==> src/rtl/fetch_unit.sv <==
// Instruction-fetch stage with IF/ID register, one outstanding imem request, redirect squash and a one-entry stall hold buffer.
// Latency: response in cycle N appears on IF/ID in N+1; next request in N+1 (one instruction per two cycles at best).
// Backpressure: STALL freezes IF/ID; a response arriving under stall parks in the hold buffer until release.
module fetch_unit #(
  parameter int unsigned        ADDR_W   = 32,
  parameter int unsigned        DATA_W   = 32,
  parameter logic [ADDR_W-1:0]  RESET_PC = '0,
  parameter int unsigned        PC_STEP  = 4
) (
  input  logic              CLK,
  input  logic              RST,
  input  logic              REDIRECT,
  input  logic [ADDR_W-1:0] REDIRECT_PC,
  input  logic              STALL,
  output logic              IMEM_REQ,
  output logic [ADDR_W-1:0] IMEM_ADDR,
  input  logic              IMEM_VALID,
  input  logic [DATA_W-1:0] IMEM_RDATA,
  output logic              IF_ID_VALID,
  output logic [ADDR_W-1:0] IF_ID_PC,
  output logic [ADDR_W-1:0] IF_ID_NEXT_PC,
  output logic [DATA_W-1:0] IF_ID_INST
);

  localparam logic [ADDR_W-1:0] STEP = ADDR_W'(PC_STEP);

  typedef enum logic [1:0] {
    ST_ISSUE = 2'd0,
    ST_WAIT  = 2'd1,
    ST_HOLD  = 2'd2
  } state_t;

  state_t              state;
  logic [ADDR_W-1:0]   pc;
  logic                kill;
  logic [DATA_W-1:0]   hold_inst;
  logic [ADDR_W-1:0]   hold_pc;
  logic                if_id_valid;
  logic [ADDR_W-1:0]   if_id_pc;
  logic [ADDR_W-1:0]   if_id_next_pc;
  logic [DATA_W-1:0]   if_id_inst;

  // Fetch FSM, PC, kill flag, hold buffer and IF/ID register in one registered block
  always_ff @(posedge CLK) begin
    if (RST) begin
      state         <= ST_ISSUE;
      pc            <= RESET_PC;
      kill          <= 1'b0;
      hold_inst     <= '0;
      hold_pc       <= '0;
      if_id_valid   <= 1'b0;
      if_id_pc      <= '0;
      if_id_next_pc <= '0;
      if_id_inst    <= '0;
    end else begin
      // IF/ID default: redirect squashes even under stall; otherwise stall
      // holds everything and an idle cycle inserts a bubble. A new
      // instruction load below overrides this.
      if (REDIRECT || !STALL) begin
        if_id_valid <= 1'b0;
      end

      case (state)
        ST_ISSUE: begin
          // The request goes out this cycle regardless, so a redirect here
          // must still wait for (and discard) its response.
          state <= ST_WAIT;
          if (REDIRECT) begin
            pc   <= REDIRECT_PC;
            kill <= 1'b1;
          end
        end

        ST_WAIT: begin
          if (IMEM_VALID) begin
            if (kill || REDIRECT) begin
              // Stale or squashed response: drop it and refetch from pc.
              kill  <= 1'b0;
              state <= ST_ISSUE;
              if (REDIRECT) begin
                pc <= REDIRECT_PC;
              end
            end else if (STALL) begin
              // Decode is busy: park the instruction until it frees up.
              hold_inst <= IMEM_RDATA;
              hold_pc   <= pc;
              state     <= ST_HOLD;
            end else begin
              if_id_valid   <= 1'b1;
              if_id_pc      <= pc;
              if_id_next_pc <= pc + STEP;
              if_id_inst    <= IMEM_RDATA;
              pc            <= pc + STEP;
              state         <= ST_ISSUE;
            end
          end else if (REDIRECT) begin
            // Response still in flight: mark it for discard on arrival.
            pc   <= REDIRECT_PC;
            kill <= 1'b1;
          end
        end

        ST_HOLD: begin
          if (REDIRECT) begin
            // Parked instruction is on the wrong path; nothing is in flight.
            hold_inst <= '0;
            hold_pc   <= '0;
            pc        <= REDIRECT_PC;
            state     <= ST_ISSUE;
          end else if (!STALL) begin
            if_id_valid   <= 1'b1;
            if_id_pc      <= hold_pc;
            if_id_next_pc <= hold_pc + STEP;
            if_id_inst    <= hold_inst;
            pc            <= hold_pc + STEP;
            state         <= ST_ISSUE;
          end
        end

        default: begin
          state <= ST_ISSUE;
        end
      endcase
    end
  end

  // Memory request decoded purely from registered state and PC
  assign IMEM_REQ      = (state == ST_ISSUE);
  assign IMEM_ADDR     = pc;

  assign IF_ID_VALID   = if_id_valid;
  assign IF_ID_PC      = if_id_pc;
  assign IF_ID_NEXT_PC = if_id_next_pc;
  assign IF_ID_INST    = if_id_inst;

endmodule

==> config.mk <==
export PLATFORM = sky130hd
export DESIGN_NAME = fetch_unit
export DESIGN_NICKNAME = d
export VERILOG_FILES = /design/src/rtl/fetch_unit.sv
export SDC_FILE = /design/constraint.sdc
export NUM_CORES = 1
export LEC_CHECK = 0
export BUFFER_PORTS_ARGS = -buffer_cell sky130_fd_sc_hd__buf_2
export CAP_MARGIN = 10
export CORE_ASPECT_RATIO = 1.25
export CORE_MARGIN = 2
export CORE_UTILIZATION = 44
export CTS_BUF_LIST = sky130_fd_sc_hd__clkbuf_16
export DETAILED_ROUTE_END_ITERATION = 10
export PLACE_DENSITY = 0.69
export SLEW_MARGIN = 0
export SYNTH_ARGS = -nofsm -noshare
export SYNTH_HDL_FRONTEND = slang
export SYNTH_SLANG_ARGS = --single-unit
==> constraint.sdc <==
create_clock -name CLK -period 3.1 [get_ports CLK]
set_input_delay 0.62 -clock CLK [delete_from_list [all_inputs] [get_ports CLK]]
set_output_delay 0.62 -clock CLK [all_outputs]
set_load 0.005 [all_outputs]
==> results summary, run 1 <==
The run finished with clean final reports. The height of the die is between 150 and 200 um. The routed length on met2 came out at 16690 um. The largest net degree at the start of global routing came out at 98.

The maximum clock path buffer count is 2. Sorting the synthesized cells by area gives the leading types as sky130_fd_sc_hd__dfxtp_1 38%, sky130_fd_sc_hd__nand2_1 7.7%, sky130_fd_sc_hd__a21oi_1 6.3%. The largest driver fanout on the critical path is 13. Across all layers, the routed design uses about 10000 vias. The I/O pin total came out at 199. Setup violations remaining at the end of the flow were counted as 0. The post-synthesis sequential area ratio is 0.3829. The proportion of netlist area held by the largest area contributor is 0.3829. The cell area after layout came out at 0.01216 mm^2. The H-tree generated during clock tree synthesis spans 4 levels. The final worst-path cycle share is 0.9037.

The initial antenna violation count is 4. The net count reported at finish came out at 1541. TritonCTS built the clock tree. The routed length on met3 is between 2000 and 3000 um.

The analysis attributes to cell leakage a power of roughly 4.7 nW. The via count of the first global-routing pass came out at 9880. The completed layout was analyzed and its total power is 0.006103 W. The worst endpoint data arrival time is 3.17 ns. The time the final worst path needs with I/O delays and setup came out at 2.802 ns. Across every metal layer, demand over resource in global routing totals 0.2820. In this run the tool buffered the top-level ports with 198 buffer cells.

At the later pin of the worst-skew pair, clock insertion delay measures 0.45 ns. The setup total negative slack came out at 0 ns. The full die area is roughly 0.024 mm^2.

The number of maximum-capacitance constraint violations is 0. The initial core utilization is 0.4448. Relative to the synthesized area, the layout overhead comes to 19.86%. Setup repair after global routing left no endpoint under its margin. The number of setup buffers added after CTS came out at 0.

Before antenna repair, the detailed router went through 5 iterations. The slack of the worst reg-to-reg path is about 0.3 ns. In the final routed layout, each cell accounts on average for 19.76 um. The cell at the root of the clock tree is sky130_fd_sc_hd__clkbuf_16. The synthesized area per cell is between 7 and 8 um^2.

sky130_fd_sc_hd__dfxtp_1 takes more of the synthesized area than any other cell. The clock arrives with 0.01221 ns of skew. The clock transition at the registers of the reported paths is 0.08 ns. The number of cell rows came out at 62.

The maximum vdd ir drop came out at 0.0003988 V. The congestion estimate from routability-driven global placement came to 0.9800. The number of nets produced by synthesis came out at ~1400. The kind of end point of the critical path is a flop.

STA classifies the critical path startpoint as a flop. The core region area is 0.02281 mm^2. By startpoint and endpoint, the worst setup path is classified as flop to flop. Headroom to the max-slew limit came out at 0.2942. The highest layer used for signal routing is met5. The final hold violation count is 0. The share of flip-flops with an asynchronous set or reset is 0. Yosys mapped a number of flops with a built-in enable equal to 0.

After the first detailed-routing iteration, the DRC count stood at between 800 and 900. The most common cell in the synthesized netlist is sky130_fd_sc_hd__nand2_1. The slew at the pin closest to its max-slew limit came out at 1.049 ns. Summing all flip-flop and latch instances after layout gives 0.003884 mm^2. The number of hold buffers added after CTS is 0. The post-cts repair resize count came out at 0. Synthesis handed over a netlist of about 1300 instances.

The most used flip-flop cell after synthesis is sky130_fd_sc_hd__dfxtp_1. The clock sink count came out at 194. The total wirelength of the detailed-routed design came out at 34950 um.

The area of the multi-input gates is between 0.005 and 0.006 mm^2. The layout filler cell count is ~2200. The required time of the critical path came out at 3.47 ns. The total of warnings raised by yosys came out at 0. In this run the worst hold path is classified as input pin to flop.

The areal power density over the cells is 502.0 mW/mm^2. The number of max-slew violations in the final report was 0. After detailed routing, the wire length on met1 is 13740 um.

The floorplan die width came out at 139.8 um. The number of CTS-inserted buffers came out at 17. The count of unique library cells instantiated by Yosys is 71.

The share of the core filled with cells in the final layout came out at 0.5331. The cell area after synthesis is around 0.010 mm^2. After detailed routing, the number of vias per cell comes to between 5 and 6. The post-detailed-route count of antenna-violating nets came out at 0. The remaining global-route overflow came out at 0.

In this run, synthesis produced a sequential element count of 194. The post-route DRC violation count came out at 0. The share of layout cells above drive strength 1 is 0.2015. Timing would allow up to roughly 0.36 GHz. The first global-routing pass estimated between 50000 and 60000 um of wire. The half-perimeter wire length after detailed placement came out at 25240 um. The instance area at placement is 0.01152 mm^2. The commonest cells after synthesis are 209 x sky130_fd_sc_hd__nand2_1, 194 x sky130_fd_sc_hd__dfxtp_1, 128 x sky130_fd_sc_hd__a21oi_1, 119 x sky130_fd_sc_hd__nor2_1, 101 x sky130_fd_sc_hd__clkbuf_1.
==> power by group <==
part	total, W	internal (W)	switching (W)	leakage (nW)
Clock	0.00238	0.00114	0.00124	0.305
Sequential	0.00275	0.00261	0.000138	1.58
Combinational	0.000974	0.000381	0.000593	2.78
Total	0.00610	0.00413	0.00197	4.66
==> final cells by class <==
type | instances | share of cell area
Antenna cell | 2 | 0.0004117
Clock buffer | 17 | 0.03499
Clock inverter | 15 | 0.01739
Inverter | 20 | 0.006175
Multi-Input combinational cell | 987 | 0.4741
Sequential cell | 194 | 0.3194
Tap cell | 288 | 0.02964
Timing Repair Buffer | 246 | 0.1178
==> cells by family after synthesis <==
| group | Yosys count | synth area share |
|---|---|---|
| xor+xnor | 59 | 0.05094 |
| flops | 194 | 0.3829 |
| mux | 16 | 0.01616 |
| buf+inv | 136 | 0.05255 |
| fa+ha+maj | 6 | 0.007401 |
| simple gates | 560 | 0.2631 |
| compound gates | 346 | 0.2270 |
==> cell usage in the layout (no fill, tap or decap), types with 33 or more instances in the layout <==
master,synthesis,final
sky130_fd_sc_hd__o21ai_0,33,33
sky130_fd_sc_hd__a211oi_1,71,71
sky130_fd_sc_hd__nand2_1,209,209
sky130_fd_sc_hd__nor2b_1,66,66
sky130_fd_sc_hd__nand3_1,35,35
sky130_fd_sc_hd__buf_2,6,197
sky130_fd_sc_hd__nor3_1,58,57
sky130_fd_sc_hd__buf_4,2,42
sky130_fd_sc_hd__a21oi_1,128,128
sky130_fd_sc_hd__xnor2_1,38,38
sky130_fd_sc_hd__dfxtp_1,194,194
sky130_fd_sc_hd__nor2_1,119,119
==> path summary, 6_finish.rpt <==
kind                                  from                        endpoint  cells past startpoint
max                  state[1]$_SDFFE_PP0P_  IF_ID_NEXT_PC[29]$_SDFFE_PP0P_                      8
min                             IMEM_VALID               kill$_SDFFE_PP0P_                      2
max reg2reg          state[1]$_SDFFE_PP0P_  IF_ID_NEXT_PC[29]$_SDFFE_PP0P_                      8
min reg2reg  IF_ID_NEXT_PC[7]$_SDFFE_PP0P_   IF_ID_NEXT_PC[7]$_SDFFE_PP0P_                      2
==> worst max-delay path, stage by stage, from the launching register on <==
cell and delay, ns:
sky130_fd_sc_hd__dfxtp_1 0.36, sky130_fd_sc_hd__inv_1 0.09, sky130_fd_sc_hd__ha_1 0.36, sky130_fd_sc_hd__nand3b_1 0.22, sky130_fd_sc_hd__a21boi_0 0.20, sky130_fd_sc_hd__or3_2 0.61
sky130_fd_sc_hd__nor2_1 0.38, sky130_fd_sc_hd__o21ai_0 0.27, sky130_fd_sc_hd__o21ai_0 0.23
==> sequential cells by signal (all words and copies together) (netlist names) <==
signal         count
IF_ID_VALID        1
IF_ID_PC          32
IF_ID_NEXT_PC     30
hold_inst         32
state              2
kill               1
hold_pc           32
IMEM_ADDR         32
IF_ID_INST        32
==> metal layers <==
layer / track usage / vias up
met4: 0.1567 / 2
met2: 0.4687 / 459
met1: 0.3398 / 4844
li1: - / 4982
met5: 0 / -
met3: 0.05773 / 122
==> per-stage QoR <==
stage / hold slack (ns) / setup WS, ns / std cells
detailed placement: 0.4444 / 0.3750 / 1735
global route: 0.4561 / 0.1532 / 1767
global placement: 0.4382 / 0.3625 / 1735
floorplan: 0.4372 / 0.8491 / 1317
CTS: 0.4333 / 0.3776 / 1767
finish: 0.4353 / 0.2985 / 1769
(Power assumes the default switching activity.)
==> inputs of run 2 (changes only) <==
--- a/config.mk
+++ b/config.mk
@@ -10,7 +10,7 @@
 export CORE_ASPECT_RATIO = 1.25
 export CORE_MARGIN = 2
 export CORE_UTILIZATION = 44
-export CTS_BUF_LIST = sky130_fd_sc_hd__clkbuf_16
+export CTS_BUF_LIST = sky130_fd_sc_hd__clkbuf_4 sky130_fd_sc_hd__clkbuf_8 sky130_fd_sc_hd__clkbuf_16
 export DETAILED_ROUTE_END_ITERATION = 10
 export PLACE_DENSITY = 0.69
 export SLEW_MARGIN = 0
==> constraint.sdc (replaced) <==
create_clock -name CLK -period 2.74 [get_ports CLK]
set_input_delay 0.548 -clock CLK [delete_from_list [all_inputs] [get_ports CLK]]
set_output_delay 0.548 -clock CLK [all_outputs]
set_load 0.005 [all_outputs]
==> run 2 against run 1 <==
Final area grew 1.2%. Core utilization grew 0.61 points. Via count is essentially flat. First-iteration DRC count shrank 14%. Critical path depth is the same. Global-route usage grew 0.072 points. Worst hold slack lost 0.079 ns. Largest cell class unchanged.
==> results summary, run 2 (synthesis results as in run 1) <==
The run finished with clean final reports. The core region area came out at 0.02281 mm^2. In the final layout, the share of cells above drive strength 1 is 0.2106. The mean number of vias per cell came out at 5.824. The signed area change from the synthesized netlist to the final layout came out at 21.24%.

During I/O placement, the number of pins put on the boundary was 199. The half-perimeter wire length after detailed placement came out at 25240 um. Entering global routing, the biggest net connects 88 pins. The clock period could shrink to 2.628 ns. The worst relative slew slack is 0.4083.

The number of max-slew violations in the final report came out at 0. The most common library cell in the layout ignoring fill and taps is sky130_fd_sc_hd__nand2_1. The number of hold buffers added after CTS is 0. The internal power component is between 0.004 and 0.005 W. The layout filler cell count is 2198. The clock sink count is 194. The height of the die is 173.8 um. The total wirelength of the detailed-routed design is 34810 um. The number of DRC violations after detailed-routing iteration 0 is 753.

The initial utilization of the core area, before any placement, comes to 0.4448. The fmax came out at 0.3805 GHz. The areal power density over the cells is 564.7 mW/mm^2. The global-route wire length before repair came out at 54590 um. The maximum clock path buffer count is 2. The sequential power share is 0.448.

The full die area is approximately 0.024 mm^2. The part of the power in the clock network came out at 0.389. The floorplan die width came out at 139.8 um. The remaining global-route overflow came out at 0. Across every metal layer, demand over resource in global routing totals 0.2828.

The net count of the finished layout is 1558. STA classifies the critical path endpoint as a flop. The required time of the critical path is 3.11 ns. The critical path is of the flop to flop type. The analysis attributes to cell leakage a power of roughly 4.8 nW. The number of setup buffers added after CTS came out at 0.

The switching power total came out at 0.002063 W. For this design, the slowest cell found on the critical path is sky130_fd_sc_hd__or3_2. Setup violations remaining at the end of the flow were counted as 0. In the layout the commonest cells are 209 x sky130_fd_sc_hd__nand2_1, 197 x sky130_fd_sc_hd__buf_2, 194 x sky130_fd_sc_hd__dfxtp_1. The slew at the pin closest to its max-slew limit came out at roughly 0.89 ns. The final hold violation count is 0. The average wire per cell in the routed design is ~19 um. The post-route total power came out at 0.006945 W.

The routed via count is 10402. The tree is rooted in a sky130_fd_sc_hd__clkbuf_16. The non-filler instance count after layout is roughly 1800. TritonCTS built the clock tree. The final setup skew came out at 0.01290 ns. Clock latency on the worst-skew pair, taken at its later pin, is 0.46 ns. The post-layout worst setup margin is approximately 0.11 ns. The combinational cell fraction of total power is 0.163. IR analysis of the VDD net gives a maximum drop of 0.0004761 V. The number of detailed-route iterations in the first pass is 6. Setup repair after global routing left no endpoint under its margin. The biggest cell delay along the critical path came out at 0.59 ns.

The worst slack at placement came out at 0.1796 ns. The number of input and output port buffers inserted is 198. The via count of the first global-routing pass came to 9924. The post-cts repair resize count came out at 0. The number of maximum-capacitance constraint violations came out at 0.

Of the available clock period, the critical path in the final layout requires 0.9592. In this run the worst hold path is classified as input pin to flop. For this run, design rule violations remaining after detail routing come to 0. The final weighted congestion in routability-driven placement came out at 0.9645. The switching share of power came out at 0.2970. The number of buffer and inverter instances along the worst setup path is 1.

After detailed placement, the design holds a cell count of 1752. Row generation in the floorplan step produced 62 rows. The startpoint type of the worst setup path is a flop. The clock transition at the registers of the reported paths came out at 0.08 ns. The post-detailed-route count of antenna-violating nets is 0. Grouping stages by cell kind, the critical path spends the most delay in simple AND/OR/NAND/NOR gates.

The initial antenna violation count was 5. Summed over all failing endpoints, the final setup total negative slack is 0 ns. The number of CTS-inserted buffers is 17. The worst endpoint data arrival time is ~3 ns. The signal on the critical path passes through inv_1 > ha_1 > nand3b_1 > a21boi_0 > or3_2 > nor2_1 > nand2_1 > o221ai_1. The total number of H-tree levels came out at 4. The largest driver fanout on the critical path came out at 11.
[run 2: cell types whose count changed in the layout (fill, tap and decap cells not counted), sizes merged]
cell    previous run  this run
buf              246       263
clkinv             5         6
bufinv             0         3
inv               29        25
[run 2: path summary, 6_finish.rpt]
check / start / endpoint / slack [ns] / depth (start not counted)
max: state[1]$_SDFFE_PP0P_ / IF_ID_NEXT_PC[22]$_SDFFE_PP0P_ / 0.11 / 8
min: IMEM_VALID / kill$_SDFFE_PP0P_ / 0.36 / 2
max reg2reg: state[1]$_SDFFE_PP0P_ / IF_ID_NEXT_PC[22]$_SDFFE_PP0P_ / 0.11 / 8
min reg2reg: IF_ID_NEXT_PC[14]$_SDFFE_PP0P_ / IF_ID_NEXT_PC[14]$_SDFFE_PP0P_ / 0.45 / 2
[run 2: cell type report]
cell class,instances,area [um^2],share of cell area
tap,288,360.3,0.02930
clock buffer,17,425.4,0.03459
antenna,2,5.005,0.0004070
inverter,20,75.07,0.006104
timing repair buffer,263,1585,0.1289
clock inverter,15,198.9,0.01618
sequential,194,3884,0.3158
multi-input combinational,987,5764,0.4687
[run 2: power by group through the flow]
| stage | registers, W | logic, W | clock network (W) |
|---|---|---|---|
| finish | 0.00311 | 0.00113 | 0.00270 |
| global route | 0.00313 | 0.00124 | 0.00283 |
| CTS | 0.00311 | 0.00113 | 0.00274 |
| detailed placement | 0.00317 | 0.00112 | 0 |
| global placement | 0.00317 | 0.00111 | 0 |
| floorplan | 0.00312 | 0.000675 | 0 |
[run 2: through the flow]
step | util | hold slack, ns | area, um^2
global route | 0.5390 | 0.3677 | 12290
detailed placement | 0.5116 | 0.4452 | 11670
CTS | 0.5390 | 0.3507 | 12290
finish | 0.5392 | 0.3567 | 12300
global placement | 0.5116 | 0.4374 | 11670
floorplan | - | 0.4372 | 10140
[run 2: per-layer routing]
| layer | up-vias | global-route usage | share of wire |
|---|---|---|---|
| met1 | 4801 | 0.3325 | 0.39 |
| met5 | - | 0 | 0.0013 |
| met3 | 109 | 0.06685 | 0.075 |
| met4 | 6 | 0.1708 | 0.057 |
| li1 | 5032 | - | - |
| met2 | 454 | 0.4661 | 0.48 |
==> inputs of run 3 (changes only) <==
--- a/config.mk
+++ b/config.mk
@@ -7,7 +7,7 @@
 export LEC_CHECK = 0
 export BUFFER_PORTS_ARGS = -buffer_cell sky130_fd_sc_hd__buf_2
 export CAP_MARGIN = 10
-export CORE_ASPECT_RATIO = 1.25
+export CORE_ASPECT_RATIO = 0.9
 export CORE_MARGIN = 2
 export CORE_UTILIZATION = 44
 export CTS_BUF_LIST = sky130_fd_sc_hd__clkbuf_4 sky130_fd_sc_hd__clkbuf_8 sky130_fd_sc_hd__clkbuf_16
==> run 3 against run 2 <==
Clock power hardly changed. Worst setup slack better by 0.047 ns. Worst hold slack better by 0.018 ns. Register-to-register slack better by 0.05 ns. Critical path type unchanged. Core utilization is 0.35 points higher. Flip-flop and latch count unchanged. Die area about the same. Maximum frequency rose by 1.8%. Count of clock-buffer cells in the layout stayed put.
==> results summary, run 3 (synthesis results as in run 1) <==
Setup repair after global routing left no endpoint under its margin. The number of clock buffers added by TritonCTS is 17. The cell at the slowest stage of the critical path is sky130_fd_sc_hd__or3_2. The library cell used most frequently in the layout, excluding fill and tap cells, is sky130_fd_sc_hd__nand2_1. Clock-pin slew was measured on the worst setup and hold paths at 0.08 ns. The height of the die is 148.0 um. The path category of the worst min-delay check is input pin to flop.

The largest net degree at the start of global routing came out at a little under 100. The number of input and output port buffers inserted came out at between 150 and 200. The average wire per cell in the routed design came out at 19.06 um. The net count reported at finish came out at 1558. The clock tree synthesis step divided the H-tree into 4 levels. The post-route total power came out at roughly 0.0069 W. On the worst path, the slowest cell contributes a delay of 0.49 ns.

The areal power density over the cells came out at 566.3 mW/mm^2. The initial antenna violation count is 0. The signed area change from the synthesized netlist to the final layout came out at 20.80%. The maximum vdd ir drop is between 0.0004 and 0.0005 V. The number of setup buffers added after CTS is 0. The final setup skew is between 0.02 and 0.025 ns.

The worst slack at placement is about 0.22 ns. The number of max-slew violations in the final report came out at 0. The number of maximum-capacitance constraint violations is 0. The routed via count is 10429. The floorplan die width is 164.0 um. The worst setup path is captured at a flop. The clock sink count is 194. For this design, the CTS-stage hold fixing added 0 buffers.

The via count of the first global-routing pass is between 9000 and 10000. The initial core utilization came out at 0.4493. For this run the aggregate overflow at the end of global routing stands at 0. The clock tree from TritonCTS is done. The post-layout worst setup margin is ~0.16 ns. The number of cell rows came out at 52. The total of endpoints with negative setup slack in the final report is 0. In the layout the commonest cells are 209 x sky130_fd_sc_hd__nand2_1, 197 x sky130_fd_sc_hd__buf_2, 194 x sky130_fd_sc_hd__dfxtp_1. No sink is reached through more buffers than the 2 on the longest clock path. For this run, the total global-route usage over all layers was measured as 0.2779. Of the available clock period, the critical path in the final layout requires 0.9421. The largest driver fanout on the critical path came out at 41. For the worst setup path, the data required time is 3.07 ns. 199 I/O pins were placed. Once the clock tree was built, the resizer swapped 0 gates to a different size. The number of buffer and inverter instances along the worst setup path is 2.

The worst setup path is launched from a flop. The half-perimeter wire length after detailed placement came out at ~24000 um. The critical path class is flop to flop.

The top cell family by delay on the critical path is simple AND/OR/NAND/NOR gates. The layout filler cell count came out at 2181. The worst endpoint data arrival time came out at 2.91 ns.

The die covers 0.02429 mm^2. The final weighted congestion in routability-driven placement came out at 0.9683. The run finished with clean final reports. The post-route DRC violation count came out at 0. In the final layout, the share of cells above drive strength 1 is 0.2112. The first detailed-routing pass took 8 iterations.

The time the final worst path needs with I/O delays and setup came out at around 2.6 ns. The post-detailed-route count of antenna-violating nets is 0. At the later pin of the worst-skew pair, clock insertion delay measures 0.45 ns.

The leakage power summed over all cells is 4.740 nW. For the pin with the worst max-slew slack, the measured transition is ~0.94 ns. The repair_antennas step left the layout with diodes totalling 0.

The tree is rooted in a sky130_fd_sc_hd__clkbuf_16. In this run the tightest slew margin relative to its limit is 0.3717. The first global-routing pass estimated 52760 um of wire. The total wirelength of the detailed-routed design came out at 34170 um. The mean number of vias per cell came out at 5.817.

The fmax is 0.3874 GHz. The signal on the critical path passes through inv_1 > ha_1 > nand3b_1 > a21boi_0 > or3_2 > buf_4 > a211o_1 > o21ai_0 > nor2_1. The final hold violation count came out at 0. Setup total negative slack on the finished layout was measured at 0 ns.

The number of DRC violations after detailed-routing iteration 0 is 1058. The region available for standard cell placement spans 0.02258 mm^2.
[run 3: cell count changes in the layout (fill, tap and decap cells not counted), sizes merged]
| cell | change |
|---|---|
| inv | +3 |
| diode | -2 |
| bufinv | -2 |
| clkinvlp | -1 |
[run 3: report_power, final]
part | total, W | internal [W] | switching (W)
Combinational | 0.00112 | 0.000433 | 0.000691
Sequential | 0.00309 | 0.00295 | 0.000140
Clock | 0.00272 | 0.00136 | 0.00136
[run 3: routing by layer]
metal  share of wire  GRT usage  wire, um
met5               0          0         0
met1            0.45     0.4023     15490
met2            0.42     0.3998     14490
met4           0.029    0.09781       985
met3           0.094    0.06762      3207
[run 3: final timing paths]
| path | to | cells past startpoint | from | slack [ns] |
|---|---|---|---|---|
| worst min register to register | IF_ID_NEXT_PC[10]$_SDFFE_PP0P_ | 2 | IF_ID_NEXT_PC[10]$_SDFFE_PP0P_ | 0.45 |
| worst max register to register | IF_ID_PC[2]$_SDFFE_PP0P_ | 9 | state[1]$_SDFFE_PP0P_ | 0.16 |
| worst max-delay path | IF_ID_PC[2]$_SDFFE_PP0P_ | 9 | state[1]$_SDFFE_PP0P_ | 0.16 |
| worst min-delay path | kill$_SDFFE_PP0P_ | 2 | IMEM_VALID | 0.37 |
[run 3: through the flow]
step                      std cells  cell area, um^2  utilization  hold WS (ns)
final                          1793            12250       0.5427        0.3746
after floorplan                1317            10140            -        0.4372
after detailed placement       1761            11600       0.5140        0.4415
after global routing           1793            12250       0.5427        0.3986
after global placement         1761            11600       0.5140        0.4362
after CTS                      1793            12250       0.5426        0.3622
[run 3: cell type report]
class,instances,area (um^2),share of cell area
multi-input combinational,987,5767,0.4706
inverter,20,75.07,0.006127
clock buffer,17,425.4,0.03472
sequential,194,3884,0.3170
timing repair buffer,263,1510,0.1233
tap,297,371.6,0.03033
clock inverter,15,220.2,0.01797
